File: src/rtl/adder_pkg.sv
// Shared constants and chunk sizing for the pipelined add/subtract unit.
package adder_pkg;

    localparam int unsigned DEF_WIDTH  = 16;
    localparam int unsigned DEF_STAGES = 4;

    // Bits per carry chunk; returns 0 for an illegal width/stage pairing.
    function automatic int unsigned chunk_width(input int unsigned width,
                                                input int unsigned stages);
        if (stages == 0 || stages > width || (width % stages) != 0) begin
            return 0;
        end
        return width / stages;
    endfunction

endpackage

File: src/rtl/pipe_adder_if.sv
// Operand/result handshake bundle between producers, pipe_adder and consumers.
interface pipe_adder_if
    import adder_pkg::*;
#(
    parameter int unsigned WIDTH = DEF_WIDTH
);
    logic             in_valid;
    logic             in_ready;
    logic [WIDTH-1:0] a;
    logic [WIDTH-1:0] b;
    logic             sub;
    logic             out_valid;
    logic             out_ready;
    logic [WIDTH:0]   sum;
    logic             ovf;

    modport master (
        output in_valid, a, b, sub, out_ready,
        input  in_ready, out_valid, sum, ovf
    );

    modport slave (
        input  in_valid, a, b, sub, out_ready,
        output in_ready, out_valid, sum, ovf
    );
endinterface

File: src/rtl/adder_chunk.sv
// Combinational W-bit adder slice; exposes the carry into its MSB for overflow detection.
module adder_chunk #(
    parameter int unsigned W = 4
) (
    input  logic [W-1:0] a,
    input  logic [W-1:0] b,
    input  logic         cin,
    output logic [W-1:0] s,
    output logic         cout,
    output logic         cmsb
);
    logic [W:0] full;

    assign full = {1'b0, a} + {1'b0, b} + (W+1)'(cin);
    assign s    = full[W-1:0];
    assign cout = full[W];
    // Sum bit = a ^ b ^ carry-in, so the carry into the MSB falls out directly.
    assign cmsb = a[W-1] ^ b[W-1] ^ s[W-1];
endmodule

File: src/rtl/pipe_adder.sv
// Pipelined add/subtract: one carry chunk per stage, skewed operands in, de-skewed result out,
// global stall on output backpressure.
module pipe_adder
    import adder_pkg::*;
#(
    parameter int unsigned WIDTH  = DEF_WIDTH,
    parameter int unsigned STAGES = DEF_STAGES
) (
    input logic         clk,
    input logic         rst_n,
    pipe_adder_if.slave bus
);
    localparam int unsigned CHUNK = chunk_width(WIDTH, STAGES);

    if (CHUNK == 0) begin : g_bad_cfg
        $error("pipe_adder: WIDTH must be a multiple of STAGES with 1 <= STAGES <= WIDTH");
    end

    logic              en;
    logic [WIDTH-1:0]  b_eff;
    logic              last_src_valid;

    logic [STAGES-1:0] valid_q, valid_d;
    logic [STAGES-1:0] carry_q, carry_d;
    // Stage i word: result in chunks 0..i, untouched operand A above.
    logic [WIDTH-1:0]  aw_q [STAGES];
    logic [WIDTH-1:0]  aw_d [STAGES];
    logic [WIDTH-1:0]  bw_q [STAGES];
    logic [WIDTH-1:0]  bw_d [STAGES];
    logic              ovf_q, ovf_d;

    logic [CHUNK-1:0]  ca [STAGES];
    logic [CHUNK-1:0]  cb [STAGES];
    logic [CHUNK-1:0]  cs [STAGES];
    logic [STAGES-1:0] ccin;
    logic [STAGES-1:0] ccout;
    logic              ccmsb [STAGES];

    assign en           = !valid_q[STAGES-1] | bus.out_ready;
    assign bus.in_ready = en;
    assign b_eff        = bus.b ^ {WIDTH{bus.sub}};

    // Chunk 0 works on the live operands; later chunks on the previous stage's skewed copy.
    for (genvar i = 0; i < int'(STAGES); i++) begin : g_chunk
        if (i == 0) begin : g_first
            assign ca[i]   = bus.a[CHUNK-1:0];
            assign cb[i]   = b_eff[CHUNK-1:0];
            assign ccin[i] = bus.sub;
        end else begin : g_rest
            assign ca[i]   = aw_q[i-1][i*CHUNK +: CHUNK];
            assign cb[i]   = bw_q[i-1][i*CHUNK +: CHUNK];
            assign ccin[i] = carry_q[i-1];
        end

        adder_chunk #(.W(CHUNK)) u_chunk (
            .a   (ca[i]),
            .b   (cb[i]),
            .cin (ccin[i]),
            .s   (cs[i]),
            .cout(ccout[i]),
            .cmsb(ccmsb[i])
        );
    end

    if (STAGES == 1) begin : g_last_single
        assign last_src_valid = bus.in_valid;
    end else begin : g_last_multi
        assign last_src_valid = valid_q[STAGES-2];
    end

    // Next-state: hold everything on stall, otherwise shift one stage.
    always_comb begin
        valid_d = valid_q;
        carry_d = carry_q;
        aw_d    = aw_q;
        bw_d    = bw_q;
        ovf_d   = ovf_q;
        if (en) begin
            valid_d[0] = bus.in_valid;
            if (bus.in_valid) begin
                aw_d[0]            = bus.a;
                aw_d[0][CHUNK-1:0] = cs[0];
                bw_d[0]            = b_eff;
                carry_d[0]         = ccout[0];
            end
            for (int i = 1; i < int'(STAGES); i++) begin
                valid_d[i] = valid_q[i-1];
                if (valid_q[i-1]) begin
                    aw_d[i]                    = aw_q[i-1];
                    aw_d[i][i*CHUNK +: CHUNK]  = cs[i];
                    bw_d[i]                    = bw_q[i-1];
                    carry_d[i]                 = ccout[i];
                end
            end
            if (last_src_valid) begin
                ovf_d = ccmsb[STAGES-1] ^ ccout[STAGES-1];
            end
        end
    end

    always_ff @(posedge clk or negedge rst_n) begin
        if (!rst_n) begin
            valid_q <= '0;
            carry_q <= '0;
            ovf_q   <= 1'b0;
            for (int i = 0; i < int'(STAGES); i++) begin
                aw_q[i] <= '0;
                bw_q[i] <= '0;
            end
        end else begin
            valid_q <= valid_d;
            carry_q <= carry_d;
            ovf_q   <= ovf_d;
            for (int i = 0; i < int'(STAGES); i++) begin
                aw_q[i] <= aw_d[i];
                bw_q[i] <= bw_d[i];
            end
        end
    end

    assign bus.out_valid = valid_q[STAGES-1];
    assign bus.sum       = {carry_q[STAGES-1], aw_q[STAGES-1]};
    assign bus.ovf       = ovf_q;
endmodule
File: src/flat_wrapper.sv
// flat-port wrapper written by rule: the top's interface ports become plain ports
module pipe_adder_flat import adder_pkg::*;
#(
    parameter int unsigned WIDTH  = DEF_WIDTH,
    parameter int unsigned STAGES = DEF_STAGES
)
  (clk, rst_n, bus_in_valid, bus_a, bus_b, bus_sub, bus_out_ready, bus_in_ready, bus_out_valid, bus_sum, bus_ovf);
  pipe_adder_if #(.WIDTH(WIDTH)) bus_i ();
  input logic clk;
  input logic rst_n;
  input wire logic [$bits(bus_i.in_valid)-1:0] bus_in_valid;
  input wire logic [$bits(bus_i.a)-1:0] bus_a;
  input wire logic [$bits(bus_i.b)-1:0] bus_b;
  input wire logic [$bits(bus_i.sub)-1:0] bus_sub;
  input wire logic [$bits(bus_i.out_ready)-1:0] bus_out_ready;
  output wire logic [$bits(bus_i.in_ready)-1:0] bus_in_ready;
  output wire logic [$bits(bus_i.out_valid)-1:0] bus_out_valid;
  output wire logic [$bits(bus_i.sum)-1:0] bus_sum;
  output wire logic [$bits(bus_i.ovf)-1:0] bus_ovf;
  assign bus_i.in_valid = bus_in_valid;
  assign bus_i.a = bus_a;
  assign bus_i.b = bus_b;
  assign bus_i.sub = bus_sub;
  assign bus_i.out_ready = bus_out_ready;
  assign bus_in_ready = bus_i.in_ready;
  assign bus_out_valid = bus_i.out_valid;
  assign bus_sum = bus_i.sum;
  assign bus_ovf = bus_i.ovf;
  pipe_adder #(.WIDTH(WIDTH), .STAGES(STAGES)) u_core (.clk(clk), .rst_n(rst_n), .bus(bus_i));
endmodule
File: config.mk
export PLATFORM = sky130hd
export DESIGN_NAME = pipe_adder_flat
export DESIGN_NICKNAME = d
export VERILOG_FILES = /design/src/rtl/adder_pkg.sv /design/src/rtl/pipe_adder_if.sv /design/src/rtl/adder_chunk.sv /design/src/rtl/pipe_adder.sv /design/src/flat_wrapper.sv
export SDC_FILE = /design/constraint.sdc
export NUM_CORES = 1
export LEC_CHECK = 0
export CAP_MARGIN = 15
export CORE_ASPECT_RATIO = 0.9
export CORE_MARGIN = 4
export CORE_UTILIZATION = 59
export DETAILED_ROUTE_END_ITERATION = 6
export PLACE_DENSITY = 0.91
export SYNTH_ARGS = -nofsm -noshare
export SYNTH_HDL_FRONTEND = slang
export SYNTH_SLANG_ARGS = --single-unit
File: constraint.sdc
create_clock -name clk -period 3.3 [get_ports clk]
set_input_delay 0.825 -clock clk [delete_from_list [all_inputs] [get_ports clk]]
set_output_delay 0.825 -clock clk [all_outputs]
set_load 0.01 [all_outputs]
# Word-level counts from Yosys, hierarchy flattened
# Cells that the tools add are included.
[classes]
n_mul = 0
addsub = 8
shift = 0
eq_ne = 0
n_bitwise = 5
order_cmp = 0
n_div = 0
mux = 0
reduce_logical = 5
[ops]
columns = ["cell", "n"]
rows = [
  ["$add 4x4->5", 4],
  ["$add 5x1->5", 4],
  ["$xor 16x16->16", 1],
  ["$reduce_and 2->1", 4],
  ["$xor 1x1->1", 3],
  ["$logic_not 1->1", 1],
  ["$or 1x1->1", 1],
]
[totals]
mem_bits_ro = 0
latch_bits = 0
register_bits = 121
inputBits = 37
mem_count = 0
ram_bits = 0
wordCells = 31
output_inout_bits = 20

# Depth between registers and ports, before layout
[logic_depth]
word_depth = 4
depth_mapped = 8

# By module
# From an unflattened synthesis, not the netlist that was laid out.
[hier_totals]
cells_unflattened = 328
hier_area_um2 = 4662.0
[by_module_without_submodules]
columns = ["module", "seq_area_each_um2", "area_each_um2", "instances", "cells_per_inst"]
rows = [
  ["pipe_adder", 2427.3, 4096.4, 1, 260],
  ["adder_chunk", 0.0, 141.4, 4, 17],
]

# Worst setup path before layout
# OpenSTA, ideal clock, no wires.
[synth_timing]
kind = "input port to flip-flop"
startpoint = "input port bus_sub"
endpoint = "register u_core.aw_q[51] (netlist bit)"
stages = 8
path_buffers = 2
arrival_time_ps = 2330
path_slack_ps = 846
cell_sequence = "buf_6 > buf_2 > xor2_1 > ha_1 > a21o_1 > a31oi_4 > xnor2_1 > mux2_2"
[synth_between]
elab_chain_len = 3
[synth_rtl]
columns = ["element", "line_no", "rtl"]
rows = [
  ["from (decl)", "flat_wrapper.sv:14", "input wire logic [$bits(bus_i.sub)-1:0] bus_sub;"],
  ["$xor 16x16->16", "pipe_adder.sv:41", "assign b_eff = bus.b ^ {WIDTH{bus.sub}};"],
  ["$add 4x4->5", "adder_chunk.sv:14", "assign full = {1'b0, a} + {1'b0, b} + (W+1)'(cin);"],
  ["$add 5x1->5 (*)", "adder_chunk.sv:14", ""],
  ["to (signal, indexed assignment)", "pipe_adder.sv:115", "aw_q[i] <= aw_d[i];"],
  ["to (decl)", "pipe_adder.sv:26", "logic [WIDTH-1:0] aw_q [STAGES];"],
]
# Mark *: on every way between the ends. The rest lies on a longest branch, timed or not.
# A chain may end at the register's enable or synchronous reset.

# Worst setup path after layout
[layout_timing]
startpoint = "input port bus_out_ready"
endpoint = "output port bus_in_ready"
[layout_between]
elab_chain_len = 1
[layout_rtl]
columns = ["element", "line_no", "rtl"]
rows = [
  ["from (decl)", "flat_wrapper.sv:15", "input wire logic [$bits(bus_i.out_ready)-1:0] bus_out_ready;"],
  ["$or 1x1->1", "pipe_adder.sv:39", "assign en = !valid_q[STAGES-1] | bus.out_ready;"],
  ["to (decl)", "flat_wrapper.sv:16", "output wire logic [$bits(bus_i.in_ready)-1:0] bus_in_ready;"],
]
# No other way between the ends.

==> flow_summary.yaml <==
status:
  status: "completed"
global_route:
  met1_usage: 0.2345
  antenna_found_initial: 0
  grt.busiest_layer: "met2"
  use_met2: 0.2910
  grt_pass1_vias: 2634
  grt_usage: 0.1763
  use_met3: 0.03354
  grt_max_degree: 51
  grt_pass1_wl_um: 12170
  grt_overflow: 0
cts:
  ctsHoldBuffers: 0
  tritoncts: "done"
  cts_max_level: 3
  clkSlewWorstSetupHoldPaths_ns: 0.08
  post-cts-setup-buffers: 0
  cts_resized: 0
  cts_buffer_depth: 2
  cts_buffers: 9
  clk_latency_ns: 0.34
  cts.sinks: 97
  cts_root_buf: "clkbuf_8"
setup_path:
  start_kind: "primary input"
  ff2ff_path_depth: 8
  worstPathRequired_ns: 2.47
  worstSetupEndpointType: "output pin"
  crit_path_max_fanout: 6
  r2r_end: "u_core.bus.ovf$_DFFE_PN0P_"
  critPathKind: "in2out"
  worstPathArrival_ns: 2.05
  r2r-start: "u_core.carry_q[2]$_DFFE_PN0P_"
  r2r_setup_slack_ns: 1.31
cells_and_area:
  final_common_cell: "dfrtp_1"
  drive_gt1_frac: 0.2441
  n_antenna_cell: 0
  layout_common_cells: "97 x dfrtp_1, 65 x mux2_2, 55 x clkdlybuf4s50_1"
  nets: 434
  syn_to_final_growth_pct: 17.45
power_and_ir_drop:
  leakage_nw: 2.296
  total_power_w: 0.004685
  peakVddDrop_uv: 333.4
  powerDensity_mw_per_mm2: 919.4
detailed_routing:
  first_pass_iters: 4
  drc_errors: 0
  wl_um: 7090
  avgViaCountPerCell: 5.234
  final_antenna_net_count: 0
  wl_per_cell_um: 14.96
  routed-via-count: 2481
  drtIter0Drc: 112
timing:
  max_freq_mhz: 347.4
  setup_tns_ns: 0
  worst_pin_slew_ns: 0.6233
  finalSetupViolations: 0
  hold_viol: 0
  skew_ns: 0.007880
  drv_slew: 0
  rsz0062_at_grt: "no"
  fin_crit_ns: 2.879
  min_period_over_period: 0.8723
  slew-limit-headroom: 0.5830
synthesis:
  synth_fp_nets: 389
  syn_avg_cell_area_um2: 13.03
  yosysUniqueCellTypes: 26
  ys_seq_elements: 97
  synthCells: 333
  seq_area_frac_synth: 0.5594
  syn-cell-area_mm2: 0.004339
  yosysWarnings: 0
placement:
  port_buffers: 56
  dp_hpwl_um: 5255
  gp_congestion: 0.7921
floorplan:
  core.rowCount: 29
  io_pins: 57
  coreArea_mm2: 0.007112
  die_h_um: 89.36
  start_util: 0.6101
  die_w_um: 98.40
  die-area_mm2: 0.008792
hold_path:
  hold_path.class: "reg2reg"
  min_from: "u_core.bus.sum[12]$_DFFE_PN0P_"
  worstHoldEndpoint: "u_core.bus.sum[12]$_DFFE_PN0P_"
  hold_path_depth: 2
run:
  cap_violations: 0
state kept, by name, indices dropped and copies added (netlist names):
register	cells
u_core.aw_q	48
u_core.valid_q	4
u_core.carry_q	4
u_core.bw_q	24
u_core.bus.ovf	1
u_core.bus.sum	16
critical path: stages:
cell,delay (ns)
clkdlybuf4s50_1,0.42
nor2b_2,0.21
inv_2,0.11
clkdlybuf4s50_1,0.49
stage by stage:
stage / util / area [µm²] / instances / hold WS [ns] / setup WS [ns]
3_3_place_gp: 0.6861 / 4880 / 460 / 0.4572 / 0.4715
3_5_place_dp: 0.6861 / 4880 / 460 / 0.4684 / 0.4333
6_report: 0.7166 / 5096 / 474 / 0.4836 / 0.4213
5_1_grt: 0.7166 / 5096 / 474 / 0.5088 / 0.3765
2_1_floorplan: - / 4339 / 333 / 0.4460 / 0.8456
4_1_cts: 0.7166 / 5096 / 474 / 0.4912 / 0.4295
cell usage after synthesis:
cell type | count | area (µm²)
xnor2_1 | 16 | 140.1
dfrtp_1 | 97 | 2427
clkbuf_1 | 3 | 11.26
inv_1 | 11 | 41.29
nand2_2 | 2 | 12.51
a31oi_4 | 1 | 21.27
nor2b_1 | 1 | 6.260
o21ai_0 | 27 | 135.1
a21oi_1 | 7 | 35.03
nor2_1 | 2 | 7.510
buf_1 | 1 | 3.750
nand2b_1 | 1 | 6.260
mux2_4 | 1 | 15.01
a22oi_1 | 1 | 7.510
a21o_1 | 6 | 45.04
buf_4 | 16 | 120.1
nor2b_2 | 1 | 8.760
xor2_1 | 9 | 78.83
inv_2 | 1 | 3.750
mux2_2 | 65 | 732.0
ha_1 | 12 | 150.1
nand2_1 | 35 | 131.4
fa_1 | 7 | 140.1
nand3b_1 | 1 | 7.510
buf_6 | 1 | 11.26
buf_2 | 8 | 40.04
power breakdown:
group,switching (W),leakage [nW],total [W],internal (W)
clock,0.000368,0.111,0.000827,0.000459
sequential,0.000303,1.17,0.00203,0.00172
combinational,0.000809,1.02,0.00183,0.00102
total,0.00148,2.30,0.00469,0.00321
layout make-up:
class                   count  area (µm²)
repair buffers             63       610.6
well taps                  93       116.4
clock buffers              11       151.4
inverters                  12       45.04
flip-flops and latches     97        2427
fillers                   489        2016
multi-input cells         195        1680
clock inverters             3       65.06
cells by family after synthesis:
kind of cell    share of synthesized area
flops                              0.5594
mux                                0.1721
simple gates                      0.04153
compound gates                    0.05623
buf+inv                           0.05334
xor+xnor                          0.05046
fa+ha+maj                         0.06690
worst max path at each step:
stage / from / to / slack [ns] / depth (start not counted)
3_5_place_dp: bus_sub / u_core.aw_q[51]$_DFFE_PN0P_ / 0.43 / 7
2_1_floorplan: bus_sub / u_core.aw_q[51]$_DFFE_PN0P_ / 0.85 / 8
3_3_place_gp: bus_out_ready / bus_in_ready / 0.47 / 4
5_1_grt: bus_out_ready / bus_in_ready / 0.38 / 4
4_1_cts: bus_out_ready / bus_in_ready / 0.43 / 4
6_report: bus_out_ready / bus_in_ready / 0.42 / 4
layer usage:
layer | part of all wire | wire length, µm
met5 | 0 | 0
met4 | 0.021 | 149
met3 | 0.052 | 370
met2 | 0.47 | 3326
met1 | 0.46 | 3243
Power figures use the tool's default switching activity.
